<file path="src/rtl/timer_dev.sv">
// rtl/timer_dev.sv - memory-mapped countdown timer with level interrupt request
//
// Bus responder with three registers selected by Addr[3:2]:
//   0 CTRL   : bit0 EN, bits[2:1] MODE, bit3 IM (upper bits read 0)
//   1 PRESET : reload value, read/write
//   2 COUNT  : current count, read-only
//   3        : reads 0, writes ignored
//
// Ports:
//   clk   - system clock, rising edge
//   reset - synchronous active-high reset
//   Addr  - device word address, only Addr[3:2] decoded
//   WE    - write strobe (already qualified by the bridge)
//   Din   - write data
//   Dout  - combinational read data
//   IRQ   - level interrupt request (IM & irq_flag)
//
// Build option: TIMER_AUTORELOAD_EN enables MODE=1 auto-reload. Without it the
// MODE field is not stored and every expiry is one-shot.

`timescale 1ns/1ps

module timer_dev (
  input  logic        clk,
  input  logic        reset,
  input  logic [31:0] Addr,
  input  logic        WE,
  input  logic [31:0] Din,
  output logic [31:0] Dout,
  output logic        IRQ
);

  typedef enum logic [1:0] {
    IDLE = 2'd0,
    LOAD = 2'd1,
    CNT  = 2'd2,
    INT  = 2'd3
  } state_t;

  state_t      state;
  state_t      state_next;

  logic        ctrl_en;
  logic        ctrl_im;
  logic [1:0]  ctrl_mode;
  logic [31:0] preset;
  logic [31:0] count;
  logic        irq_flag;

  logic        wr_ctrl;
  logic        wr_preset;
  logic        expire;
  logic        auto_reload;

  // Only Addr[3:2] selects a register; the rest of the address is the bridge's.
  logic        unused_addr;
  assign unused_addr = ^{Addr[31:4], Addr[1:0]};

  assign wr_ctrl   = WE && (Addr[3:2] == 2'd0);
  assign wr_preset = WE && (Addr[3:2] == 2'd1);

  // Counting reaches its final step when COUNT is 1 or already 0 (PRESET=0).
  assign expire = (state == CNT) && ctrl_en && (count <= 32'd1);

`ifdef TIMER_AUTORELOAD_EN
  always_ff @(posedge clk) begin
    if (reset) begin
      ctrl_mode <= 2'b00;
    end else if (wr_ctrl) begin
      ctrl_mode <= Din[2:1];
    end
  end

  // MODE 2 and 3 fall back to one-shot.
  assign auto_reload = (ctrl_mode == 2'd1);
`else
  logic unused_mode_din;
  assign unused_mode_din = ^Din[2:1];
  assign ctrl_mode       = 2'b00;
  assign auto_reload     = 1'b0;
`endif

  // State register
  always_ff @(posedge clk) begin
    if (reset) begin
      state <= IDLE;
    end else begin
      state <= state_next;
    end
  end

  // Next-state logic
  always_comb begin
    state_next = state;
    case (state)
      IDLE: if (ctrl_en) state_next = LOAD;
      LOAD: state_next = CNT;
      CNT: begin
        if (!ctrl_en) begin
          state_next = IDLE;
        end else if (count <= 32'd1) begin
          state_next = INT;
        end
      end
      INT:     state_next = IDLE;
      default: state_next = IDLE;
    endcase
  end

  // Register file and counter. A bus write to CTRL takes priority over the
  // one-shot EN clear on the INT->IDLE edge.
  always_ff @(posedge clk) begin
    if (reset) begin
      ctrl_en  <= 1'b0;
      ctrl_im  <= 1'b0;
      preset   <= 32'd0;
      count    <= 32'd0;
      irq_flag <= 1'b0;
    end else begin
      if (wr_ctrl) begin
        ctrl_en <= Din[0];
        ctrl_im <= Din[3];
      end else if ((state == INT) && !auto_reload) begin
        ctrl_en <= 1'b0;
      end

      if (wr_preset) begin
        preset <= Din;
      end

      // PRESET is only sampled in LOAD, so a write during CNT waits for the
      // next reload.
      if (state == LOAD) begin
        count <= preset;
      end else if ((state == CNT) && ctrl_en) begin
        count <= (count > 32'd1) ? (count - 32'd1) : 32'd0;
      end

      // An expiry on the same edge as a register write still raises the flag,
      // so software that unmasks at that moment does not lose the event.
      if (expire) begin
        irq_flag <= 1'b1;
      end else if (wr_ctrl || wr_preset) begin
        irq_flag <= 1'b0;
`ifdef TIMER_AUTORELOAD_EN
      end else if ((state == INT) && auto_reload) begin
        irq_flag <= 1'b0;
`endif
      end
    end
  end

  // Combinational read mux
  always_comb begin
    Dout = 32'd0;
    case (Addr[3:2])
      2'd0:    Dout = {28'd0, ctrl_im, ctrl_mode, ctrl_en};
      2'd1:    Dout = preset;
      2'd2:    Dout = count;
      default: Dout = 32'd0;
    endcase
  end

  assign IRQ = ctrl_im & irq_flag;

endmodule

</file>
<file path="config.mk">
export PLATFORM = sky130hd
export DESIGN_NAME = timer_dev
export DESIGN_NICKNAME = d
export VERILOG_FILES = /design/src/rtl/timer_dev.sv
export SDC_FILE = /design/constraint.sdc
export NUM_CORES = 1
export LEC_CHECK = 0
export CAP_MARGIN = 20
export CORE_UTILIZATION = 49
export CTS_BUF_LIST = sky130_fd_sc_hd__clkbuf_8 sky130_fd_sc_hd__clkbuf_16
export DETAILED_ROUTE_END_ITERATION = 7
export GPL_ROUTABILITY_DRIVEN = 0
export HOLD_SLACK_MARGIN = 0.1
export PLACE_DENSITY_LB_ADDON = 0.08
export SYNTH_ARGS = -nofsm -noshare
export SYNTH_HDL_FRONTEND = slang
export SYNTH_SLANG_ARGS = --single-unit
</file>
<file path="constraint.sdc">
create_clock -name clk -period 2.6 [get_ports clk]
set_input_delay 0.52 -clock clk [delete_from_list [all_inputs] [get_ports clk]]
set_output_delay 0.52 -clock clk [all_outputs]
set_load 0.005 [all_outputs]
</file>
# After elaboration in Yosys (flattened, before gate mapping)
# Index checks and enable logic that the tools add are counted.
[word_totals] regBits=69 elab_cells=40 output_inout_bits=33
[op_classes] n_lt_le_gt_ge=2 n_mux=12 addsub=1 n_bitwise=1 eq_ne=7 reduce_logical=11
[op_table] operator="32-bit two-way mux" count=3
[op_table] operator="32-bit case mux with 3 select lines" count=1
[op_table] operator="32-bit by 1-bit > comparator with 1-bit output (second input constant)" count=1
[op_table] operator="32-bit by 1-bit less-or-equal comparator with 1-bit output (second input constant)" count=1
[op_table] operator="32-bit by 1-bit subtractor with 32-bit output (second input constant)" count=1
[op_table] operator="2-bit case mux with 4 select lines" count=1
[op_table] operator="2-bit == test (second input constant)" count=3
[op_table] operator="2-bit two-way mux" count=3
[op_table] operator="2-bit nonzero test" count=3
[op_table] operator="2-bit by 1-bit == test with 1-bit output (second input constant)" count=2
[op_table] operator="1-bit logical AND" count=4
[op_table] operator="2-bit logical NOT" count=2
[op_table] operator="1-bit two-way mux" count=4
[op_table] operator="3-bit inequality test (second input constant)" count=1
[op_table] operator="2-bit inequality test (second input constant)" count=1
[op_table] operator="2-bit AND reduction" count=1
[op_table] operator="1-bit bitwise AND" count=1
[op_table] operator="1-bit logical OR" count=1

# Depth between registers and ports, before layout
[logic_depth] ltp_word=5 ltp_mapped=8 mapped_depth_nobuf=8

# Worst setup path before layout
# Ideal clock, no wire load.
[synth_path] path_type="flip-flop to flip-flop" start="register count[7]" end="register count[28]" t_required_ns=2.530 synth_period_minus_slack_ns=2.406 setup_slack_ns=0.194 path_stages_with_launch=9 path_buffers=2 arrival_time_ns=2.336 cell_sequence="dfxtp_1 buf_6 or4_4 or4_4 buf_4 nor4_1 mux2i_1 nand2_1 a21oi_1"
[synth_via] elab_chain_cells=4
[synth_lines] element="from (decl)" line_no="47" text="logic [31:0] count;"
[synth_lines] element="from (signal assigned)" line_no="134" text="count <= preset;"
[synth_lines] element="from (signal assigned)" line_no="136" text="count <= (count > 32'd1) ? (count - 32'd1) : 32'd0;"
[synth_lines] element="32-bit by 1-bit subtractor with 32-bit output / 32-bit by 1-bit > comparator with 1-bit output (equally long branches)" line_no="136"
[synth_lines] element="32-bit two-way mux *" line_no="136"
[synth_lines] element="32-bit two-way mux *" line_no="135" text="end else if ((state == CNT) && ctrl_en) begin"
[synth_lines] element="32-bit two-way mux *" line_no="133" text="if (state == LOAD) begin"
# Every way passes the cells marked *; elsewhere a longest branch is shown, timed or not. The select of a mux whose other input is x is not followed.
# A chain may end at the register's enable or synchronous reset.

# Worst setup path in the final report
[layout_path] start="input port Addr[3]" end="output port Dout[15]"
[layout_via] elab_chain_cells=2
[layout_lines] element="from (decl)" line_no="26" text="input logic [31:0] Addr,"
[layout_lines] element="2-bit == test, or another cell as far along" line_no="156" text="case (Addr[3:2])"
[layout_lines] element="32-bit case mux with 3 select lines *" line_no="156"
[layout_lines] element="to (decl)" line_no="29" text="output logic [31:0] Dout,"
# Every way passes the cells marked *; elsewhere a longest branch is shown, timed or not.

==> impl_metrics.yaml <==
run_status:
  status: "finished, final reports clean"
worst_setup_path:
  critPathKind: "in2out"
  slowest_delay_ps: 510
  endpoint_kind: "primary output"
  cp.required_ps: 2080
  crit_fanout: 16
  crit_slowest_cell: "clkdlybuf4s50_1"
  startpoint_type: "input port"
  arrival_ps: 2040
  path_cells: "dlygate4sd2_1, nor2b_4, buf_4, buf_12, a22o_1, clkdlybuf4s50_1"
yosys:
  synth-edff-count: 0
  synthMostInstantiatedCell: "nand2_1"
  ys_top_cells_by_count: "nand2_1, dfxtp_1, a21oi_1"
  synthCells: 479
  synth.top_cell.area_share_pct: 37.6
  synth_nets: 548
  yosysSeqAreaShare_pct: 37.6
  synth.avg_cell_area_sq_um: 7.67
  synth_flop_cell: "dfxtp_1"
  yosysWarnings: 0
  synth.area.top_cells: "dfxtp_1, nand2_1, a22o_1"
  ys_ff_latch: 69
  synth_cell_types: 48
  synth_area_leader_cell: "dfxtp_1"
  synthArstFlopShare_pct: 0
  synth_area_sq_um: 3670
floorplan:
  fp-row-count: 31
  core_area_sq_um: 7250
  die_h_um: 88.6
  start_util_pct: 50.7
  io_pins: 100
  die_x_um: 88.6
  die_area_sq_um: 7850
layout:
  syn2layout_area_growth_pct: 31.9
  finish.net_count: 625
  multi_input_area_sq_um: 2130
  drive_gt1_share_pct: 11.2
  antennaDiodeCount: 0
  ff_latch_area_sq_um: 1380
  fillers: 636
  stdcell_count: 660
timing:
  tns_ps: 0
  max_freq_ghz: 0.390
  finalSetupViolCount: 0
  setup_slack_ps: 38.7
  fin_crit_sh_pct: 98.5
  fin_hold_ws_ps: 475
  final_max_slew_viol_count: 0
  tightest_slew_ps: 902
  fin_worst_skew_ps: 10.7
  min_period_ps: 2560
  finalHoldViolCount: 0
  maxSlewHeadroom_pct: 39.9
  grt_setup_unrepaired: "no"
global_route:
  grt_pass1_wl_um: 18300
  grt_max_degree: 36
  first_global_vias: 3576
  overflow: 0
  antenna_found_initial: 0
  track_usage_pct: 31.0
power:
  ir_drop_uv: 276
  fin_total_pwr_w: 0.00215
  power_density_nw_per_um2: 444
  leakagePower_nw: 1.78
clocking:
  tritoncts: "built"
  root_buffer: "clkbuf_8"
  clock_latency_ps: 340
  holdBufCountCts: 0
  cts_buffer_depth: 2
  clk_pin_slew_ps: 70
  cts-buffers-inserted: 9
  htree_levels: 3
  cts.sinks: 69
placement:
  portBuffers: 69
  placed_cells: 640
  dp_slack_ps: -105
  dp.final_hpwl_um: 7550
routing:
  num_vias: 3921
  wl_per_cell_um: 17.2
  viasPerCell: 5.94
  dr.pass1.iters: 5
  drc: 0
  final_antenna_net_count: 0
  drtIter0Drc: 335
  wl_um: 11300
worst_hold_path:
  holdCritPathClass: "reg2reg"
job:
  maxCapViolations: 0
cell type report:
type | count | share of cell area (%)
multi-input cells | 367 | 43.9
flip-flops and latches | 69 | 28.5
repair buffers | 105 | 21.2
clock buffers | 10 | 2.84
well taps | 99 | 2.55
clock inverters | 6 | 0.645
inverters | 4 | 0.310
cells in the final DEF (no fill, tap or decap), types with 4 or more instances in the layout:
cell and count:
a21oi_1 48, a22o_1 30, a22oi_1 10, a31oi_1 18
buf_4 32, clkbuf_8 10, clkdlybuf4s50_1 66, dfxtp_1 69
inv_1 6, nand2_1 109, nand2b_1 4, nand3_1 17
nor2_1 23, nor3_1 14, nor4_1 12, o21ai_0 15
or3_1 7, xor2_1 12
path summary, 6_finish.rpt:
kind,from,end,slack (ps),cells after the start
setup / recovery,Addr[3],Dout[15],40,6
hold / removal,preset[23],preset[23],470,2
setup reg to reg,count[7],count[27],90,6
hold reg to reg,preset[23],preset[23],470,2
sequential cells by signal, indices dropped and copies added, names as in the netlist:
name / flops
ctrl_en: 1
ctrl_im: 1
preset: 32
count: 32
irq_flag: 1
state: 2
metal layers:
metal	up-vias	GRT usage (%)	share of wire [%]
li1	1885	-	-
met4	0	11.0	1.7
met1	1820	45.3	45
met3	18	6.81	9.4
met5	-	0	0
met2	198	44.8	44
metrics by stage:
step           util [%]  area [sq um]
2_1_floorplan         -          3670
3_3_place_gp       63.3          4590
3_5_place_dp       63.3          4590
4_1_cts            66.7          4840
5_1_grt            66.8          4850
6_report           66.8          4850
critical path: cells and delay by family:
kind / cells / cell delay (ps)
buffers and inverters: 4 / 1120
AO/OA/AOI/OAI: 1 / 180
AND/OR/NAND/NOR: 1 / 220
cell families (layout without fill, tap and decap cells):
family	Yosys count	in the layout	synth area share [%]
AND/OR/NAND/NOR	212	212	28.5
XOR/XNOR	13	13	3.10
buffers and inverters	43	125	4.90
multiplexers	3	3	0.817
flip-flops	69	69	37.6
AO/OA/AOI/OAI	137	137	24.4
adder cells (fa/ha/maj)	2	2	0.681
what timing repair did:
action,CTS,global route
setup endpoints to repair,32,10
cloned,2,0
setup buffers,1,1
pin swaps,0,1
gates resized for setup,4,0
power breakdown:
part           internal, W  leakage, nW  total [W]  switching [W]
clock             0.000362       0.0984   0.000773       0.000410
sequential         0.00108        0.558    0.00110      0.0000232
combinational     0.000144         1.13   0.000280       0.000136
Note: power is estimated with default switching activity, not from simulation.
==> variant 1 (config.mk and constraints unchanged) <==
Register the inputs `Addr` and `WE` before use, without a reset. The logic sees them one clock later. The other inputs are not delayed to match.
--- a/src/rtl/timer_dev.sv
+++ b/src/rtl/timer_dev.sv
@@ -39,2 +39,10 @@
 
+  logic [31:0] Addr_q;
+  logic WE_q;
+
+  always_ff @(posedge clk) begin
+    Addr_q <= Addr;
+    WE_q   <= WE;
+  end
+
   state_t      state;
@@ -56,6 +64,6 @@
   logic        unused_addr;
-  assign unused_addr = ^{Addr[31:4], Addr[1:0]};
+  assign unused_addr = ^{Addr_q[31:4], Addr_q[1:0]};
 
-  assign wr_ctrl   = WE && (Addr[3:2] == 2'd0);
-  assign wr_preset = WE && (Addr[3:2] == 2'd1);
+  assign wr_ctrl   = WE_q && (Addr_q[3:2] == 2'd0);
+  assign wr_preset = WE_q && (Addr_q[3:2] == 2'd1);
 
@@ -155,3 +163,3 @@
     Dout = 32'd0;
-    case (Addr[3:2])
+    case (Addr_q[3:2])
       2'd0:    Dout = {28'd0, ctrl_im, ctrl_mode, ctrl_en};
Check against the original RTL: not equivalent (Yosys sat finds a counterexample within 4 cycles, from zero or initial values and one cycle with reset high).
==> variant 1 against the original RTL <==
- wire length is 9.4% lower
- synthesized area down 1.4%
- count of clock-buffer cells in the layout grew 2
- die area fell by 1.4%
- worst setup slack improved by 0.080 ns
- sequential cell count is 3 higher
- final area is 3.3% lower
- clock power grew 5.8%
- sequential share of layout area rose by 2.3 points
- largest power group unchanged
- clock skew decreased by 0.0059 ns
- sequential power is 5% higher
- total power up 3.8%
- critical endpoint is now Dout[21]
- critical path type is now register to primary output
- global-route usage fell by 2.4 points
==> variant 1: results (changes against the original RTL) <==
metric,value,unit,change
status,"finished, final reports clean",,
maximum root-to-sink buffer count,2,,unchanged
layout cells sized above 1,0.102,,-0.0106
critical-path maximum fanout,15,,-1
cell count after synthesis,451,,-5.8%
clock skew,0.00477,ns,-0.00589 ns
r2r endpoint,count[24]$_SDFFE_PP0P_,,
Cells after DPL,613,,-4.2%
final worst-path cycle share,0.954,,-0.0307
vias in the first global route,3456,,-3.4%
synth unique cells,49,,+2.1%
clock tree root buffer cell,clkbuf_8,,
initial antenna violation count,0,,unchanged
port bufs,69,,unchanged
post-CTS setup buffers,0,,-1
cts bufs inserted,9,,unchanged
post-placement setup slack,0.281,ns,+0.386 ns
first-pass GRT wire length,17000,um,-7.2%
Crit path arrival time,1.96,ns,-0.08 ns
H-tree levels,3,,unchanged
insertion delay to the later sink of the worst-skew pair,0.35,ns,
worst vdd ir,0.236,mV,-15%
Antenna Cells,0,,unchanged
R2R depth,7,,+1
total track usage,0.286,,-0.0240
worst-margin pin slew,0.831,ns,-0.0712 ns
Synth Net Count,520,,-5.1%
post-DR wirelength/cell,16.4,um,-4.7%
top flop regs,"count (32), preset (32)",,
clock-pin slew on the worst setup and hold paths,0.07,ns,about the same
largest net degree at the start of global routing,46,,+28%
Worst Hold Endpoint,count[17]$_SDFFE_PP0P_,,
vias post-DR,3625,,-7.5%
Synth top cells by count,"nand2_1, dfxtp_1, a21oi_1",,
LEAKAGE,1.78,nW,-0.12%
"top cells by area, synth","dfxtp_1, nand2_1, a21oi_1, a22o_1, xnor2_1",,
DR iter-0 viols,217,,-35%
Synth async-reset ratio,0,,unchanged
Worst R2R Start,count[26]$_SDFFE_PP0P_,,
WHS,0.466,ns,-0.00929 ns
DP HPWL,6980,um,-7.6%
fill count,627,,-1.4%
Worst Hold Launch,preset[17]$_SDFFE_PP0P_,,
fin nets,597,,-4.5%
R2R Setup Slk,0.25,ns,+0.16 ns
"Seq/Total Area, Yosys",0.398,,+0.0219
Post-Layout Cell Count,627,,-5.0%
Synth Flop Type,dfxtp_1,,
DR pass1 iterations,5,,unchanged
Post-CTS Resized,0,,-4
-- variant 1: changes by cell type after synthesis, moves of 11 or more --
cell and delta:
a31oi_1 -12, xnor2_1 +13, o21ai_1 +13, nand3_1 -12, and3_1 +11, nand2_1 -15
-- variant 1: stage by stage --
| stage | instance area [um^2] | utilization |
|---|---|---|
| 2_1_floorplan | 3620 | - |
| 3_5_place_dp | 4520 | 0.647 |
| 4_1_cts | 4690 | 0.672 |
| 5_1_grt | 4690 | 0.672 |
| 6_report | 4690 | 0.672 |
| 3_3_place_gp | 4520 | 0.647 |
-- variant 1: final cells by class --
class                   count  area (um^2)  share of cell area
flip-flops and latches     72         1440               0.307
clock buffers              12          165              0.0352
well taps                  96          120              0.0256
repair buffers             97          896               0.191
multi-input cells         344         2040               0.436
clock inverters             2         7.51             0.00160
inverters                   4         15.0             0.00320
-- variant 1: worst max-delay path, cell delays in order (launching register included) --
cell and delay (ns):
dfxtp_1 0.45, nor2b_2 0.22, buf_4 0.24, a22o_1 0.19
clkdlybuf4s50_1 0.50
-- variant 1: worst max-delay path by stage --
stage	end	from	cells past startpoint
4_1_cts	Dout[6]	Addr_q[3]$_DFF_P_	4
5_1_grt	Dout[18]	Addr_q[2]$_DFF_P_	4
3_3_place_gp	count[24]$_SDFFE_PP0P_	count[26]$_SDFFE_PP0P_	7
6_report	Dout[21]	Addr_q[3]$_DFF_P_	4
2_1_floorplan	count[24]$_SDFFE_PP0P_	count[26]$_SDFFE_PP0P_	7
3_5_place_dp	count[24]$_SDFFE_PP0P_	count[26]$_SDFFE_PP0P_	7
-- variant 1: per-layer routing --
metal  wire length, um  up-vias  part of all wire  global-route usage
li1                  -     1776                 -                   -
met1              4670     1738              0.46               0.376
met2              4960       99              0.48               0.477
met3               510       12             0.050              0.0471
met4               125        0             0.012              0.0969
met5                 0        -                 0                   0
-- variant 1: power breakdown --
group | total, mW | internal (mW) | switching (mW)
clock | 0.818 | 0.408 | 0.410
combinational | 0.267 | 0.130 | 0.137
sequential | 1.15 | 1.13 | 0.0226
-- variant 1: cells by family after synthesis --
logic type      synth area share
mux                      0.00553
buf+inv                   0.0397
fa+ha+maj                0.00690
flops                      0.398
compound gates             0.246
xor+xnor                  0.0435
simple gates               0.261
==> variant 2 (same settings) <==
Without the edit above. The option `TIMER_AUTORELOAD_EN` is turned on by a define.
--- a/src/rtl/timer_dev.sv
+++ b/src/rtl/timer_dev.sv
@@ -21,2 +21,4 @@
 `timescale 1ns/1ps
+
+`define TIMER_AUTORELOAD_EN
 
Check against the original RTL: not equivalent (Yosys sat finds a counterexample within 4 cycles, from zero or initial values and one cycle with reset high).
==> variant 2 against the original RTL <==
- combinational power up 12%
- worst setup slack better by 0.061 ns
- wire length down 0.94%
- count of clock-buffer cells in the layout up 1
- clock skew down 0.0020 ns
- final area up 5.4%
- synthesized area up 5.5%
- cell count up 2.3%
- total power up 19%
- sequential cell count up 2
- critical path type unchanged
- largest cell class unchanged
==> variant 2: results (changes against the original RTL) <==
metric,value,unit,change
Setup crit end,Dout[23],,
fill count,694,,+9.1%
synth unique cells,59,,+23%
"Seq/Total Area, Yosys",0.367,,-0.00921
Worst R2R Start,count[1]$_SDFFE_PP0P_,,
DP HPWL,7090,um,-6.0%
worst vdd ir,0.376,mV,+36%
initial antenna violation count,0,,unchanged
cell at the slowest stage of the critical path,clkdlybuf4s50_1,,
"top cells by area, synth","dfxtp_1, nand2_1, a21oi_1, a22o_1, clkbuf_1",,
post-CTS setup buffers,2,,+1
top flop regs,"count (32), preset (32)",,
status,"finished, final reports clean",,
clock-pin slew on the worst setup and hold paths,0.07,ns,about the same
post-DR wirelength/cell,16.6,um,-3.1%
DR iter-0 viols,390,,+16%
R2R depth,7,,+1
critical-path maximum fanout,14,,-2
Synth top cells by count,"nand2_1, dfxtp_1, a21oi_1",,
Antenna Cells,0,,unchanged
Post-CTS Resized,5,,+1
H-tree levels,3,,unchanged
mean post-synth cell area,7.71,um^2,+0.45%
worst-margin pin slew,0.549,ns,-0.353 ns
first-pass GRT wire length,18800,um,+2.4%
min Tclk post-route,2.50,ns,-0.0614 ns
largest net degree at the start of global routing,33,,-8.3%
WHS,0.472,ns,-0.00299 ns
post-placement setup slack,-0.0948,ns,+0.0104 ns
Post-Layout Cell Count,675,,+2.3%
Crit path arrival time,1.98,ns,-0.06 ns
Worst Hold Endpoint,preset[13]$_SDFFE_PP0P_,,
"Largest stage delay, worst path",0.51,ns,about the same
DR pass1 iterations,5,,unchanged
maximum root-to-sink buffer count,2,,unchanged
layout cells sized above 1,0.110,,-0.00235
clock skew,0.00871,ns,-0.00195 ns
cts bufs inserted,9,,unchanged
Synth Net Count,572,,+4.4%
vias post-DR,3945,,+0.61%
vias in the first global route,3759,,+5.1%
Cells after DPL,653,,+2.0%
R2R Setup Slk,0.26,ns,+0.17 ns
Yosys warning count,0,,unchanged
LEAKAGE,1.91,nW,+7.0%
CP startpoint,Addr[3],,
port bufs,69,,unchanged
insertion delay to the later sink of the worst-skew pair,0.36,ns,+0.02 ns
Worst Hold Launch,preset[13]$_SDFFE_PP0P_,,
Synth async-reset ratio,0,,unchanged
r2r endpoint,count[16]$_SDFFE_PP0P_,,
total track usage,0.286,,-0.0243
fin nets,637,,+1.9%
==> variant 2: changes by cell type in the layout (fill, tap and decap cells not counted), sizes merged, moves of 4 or more <==
cell | before | now
buf | 35 | 28
mux2i | 3 | 7
nand2 | 109 | 105
nor4 | 16 | 12
o21ai | 15 | 8
o32ai | 1 | 5
or2 | 0 | 4
==> variant 2: layer usage <==
metal,routed length (um),vias up,track usage
li1,-,1943,-
met1,5110,1841,0.375
met2,5220,147,0.458
met3,751,14,0.0737
met4,144,0,0.0913
met5,0,-,0
==> variant 2: critical path, delay by kind of cell <==
kind | cells | cell delay (ns)
buf+inv | 4 | 1.05
simple gates | 1 | 0.22
compound gates | 1 | 0.18
==> variant 2: power breakdown <==
part,leakage (nW),internal [mW],switching (mW)
clock,0.130,0.690,0.435
combinational,1.21,0.161,0.153
sequential,0.575,1.11,0.0225
total,1.91,1.96,0.611
==> variant 2: cells by family (layout without fill, tap and decap cells) <==
group | count (synthesis) | in the layout | share of synthesized area
mux | 7 | 7 | 0.0181
xor+xnor | 17 | 17 | 0.0384
flops | 71 | 71 | 0.367
buf+inv | 52 | 122 | 0.0533
simple gates | 216 | 216 | 0.280
fa+ha+maj | 2 | 2 | 0.00645
compound gates | 138 | 138 | 0.237
==> variant 2: cell type report <==
type,instances,area (um^2),share of cell area
clock inverter,5,104,0.0203
inverter,8,30.0,0.00588
tap,102,128,0.0250
sequential,71,1420,0.278
clock buffer,11,151,0.0296
multi-input combinational,380,2270,0.443
timing repair buffer,98,1010,0.198
==> variant 2: stage by stage <==
stage / area [um^2] / TNS (ns)
floorplan: 3880 / 0
global route: 5110 / 0
global placement: 4730 / -1.47
detailed placement: 4730 / -1.84
CTS: 5100 / 0
finish: 5110 / 0
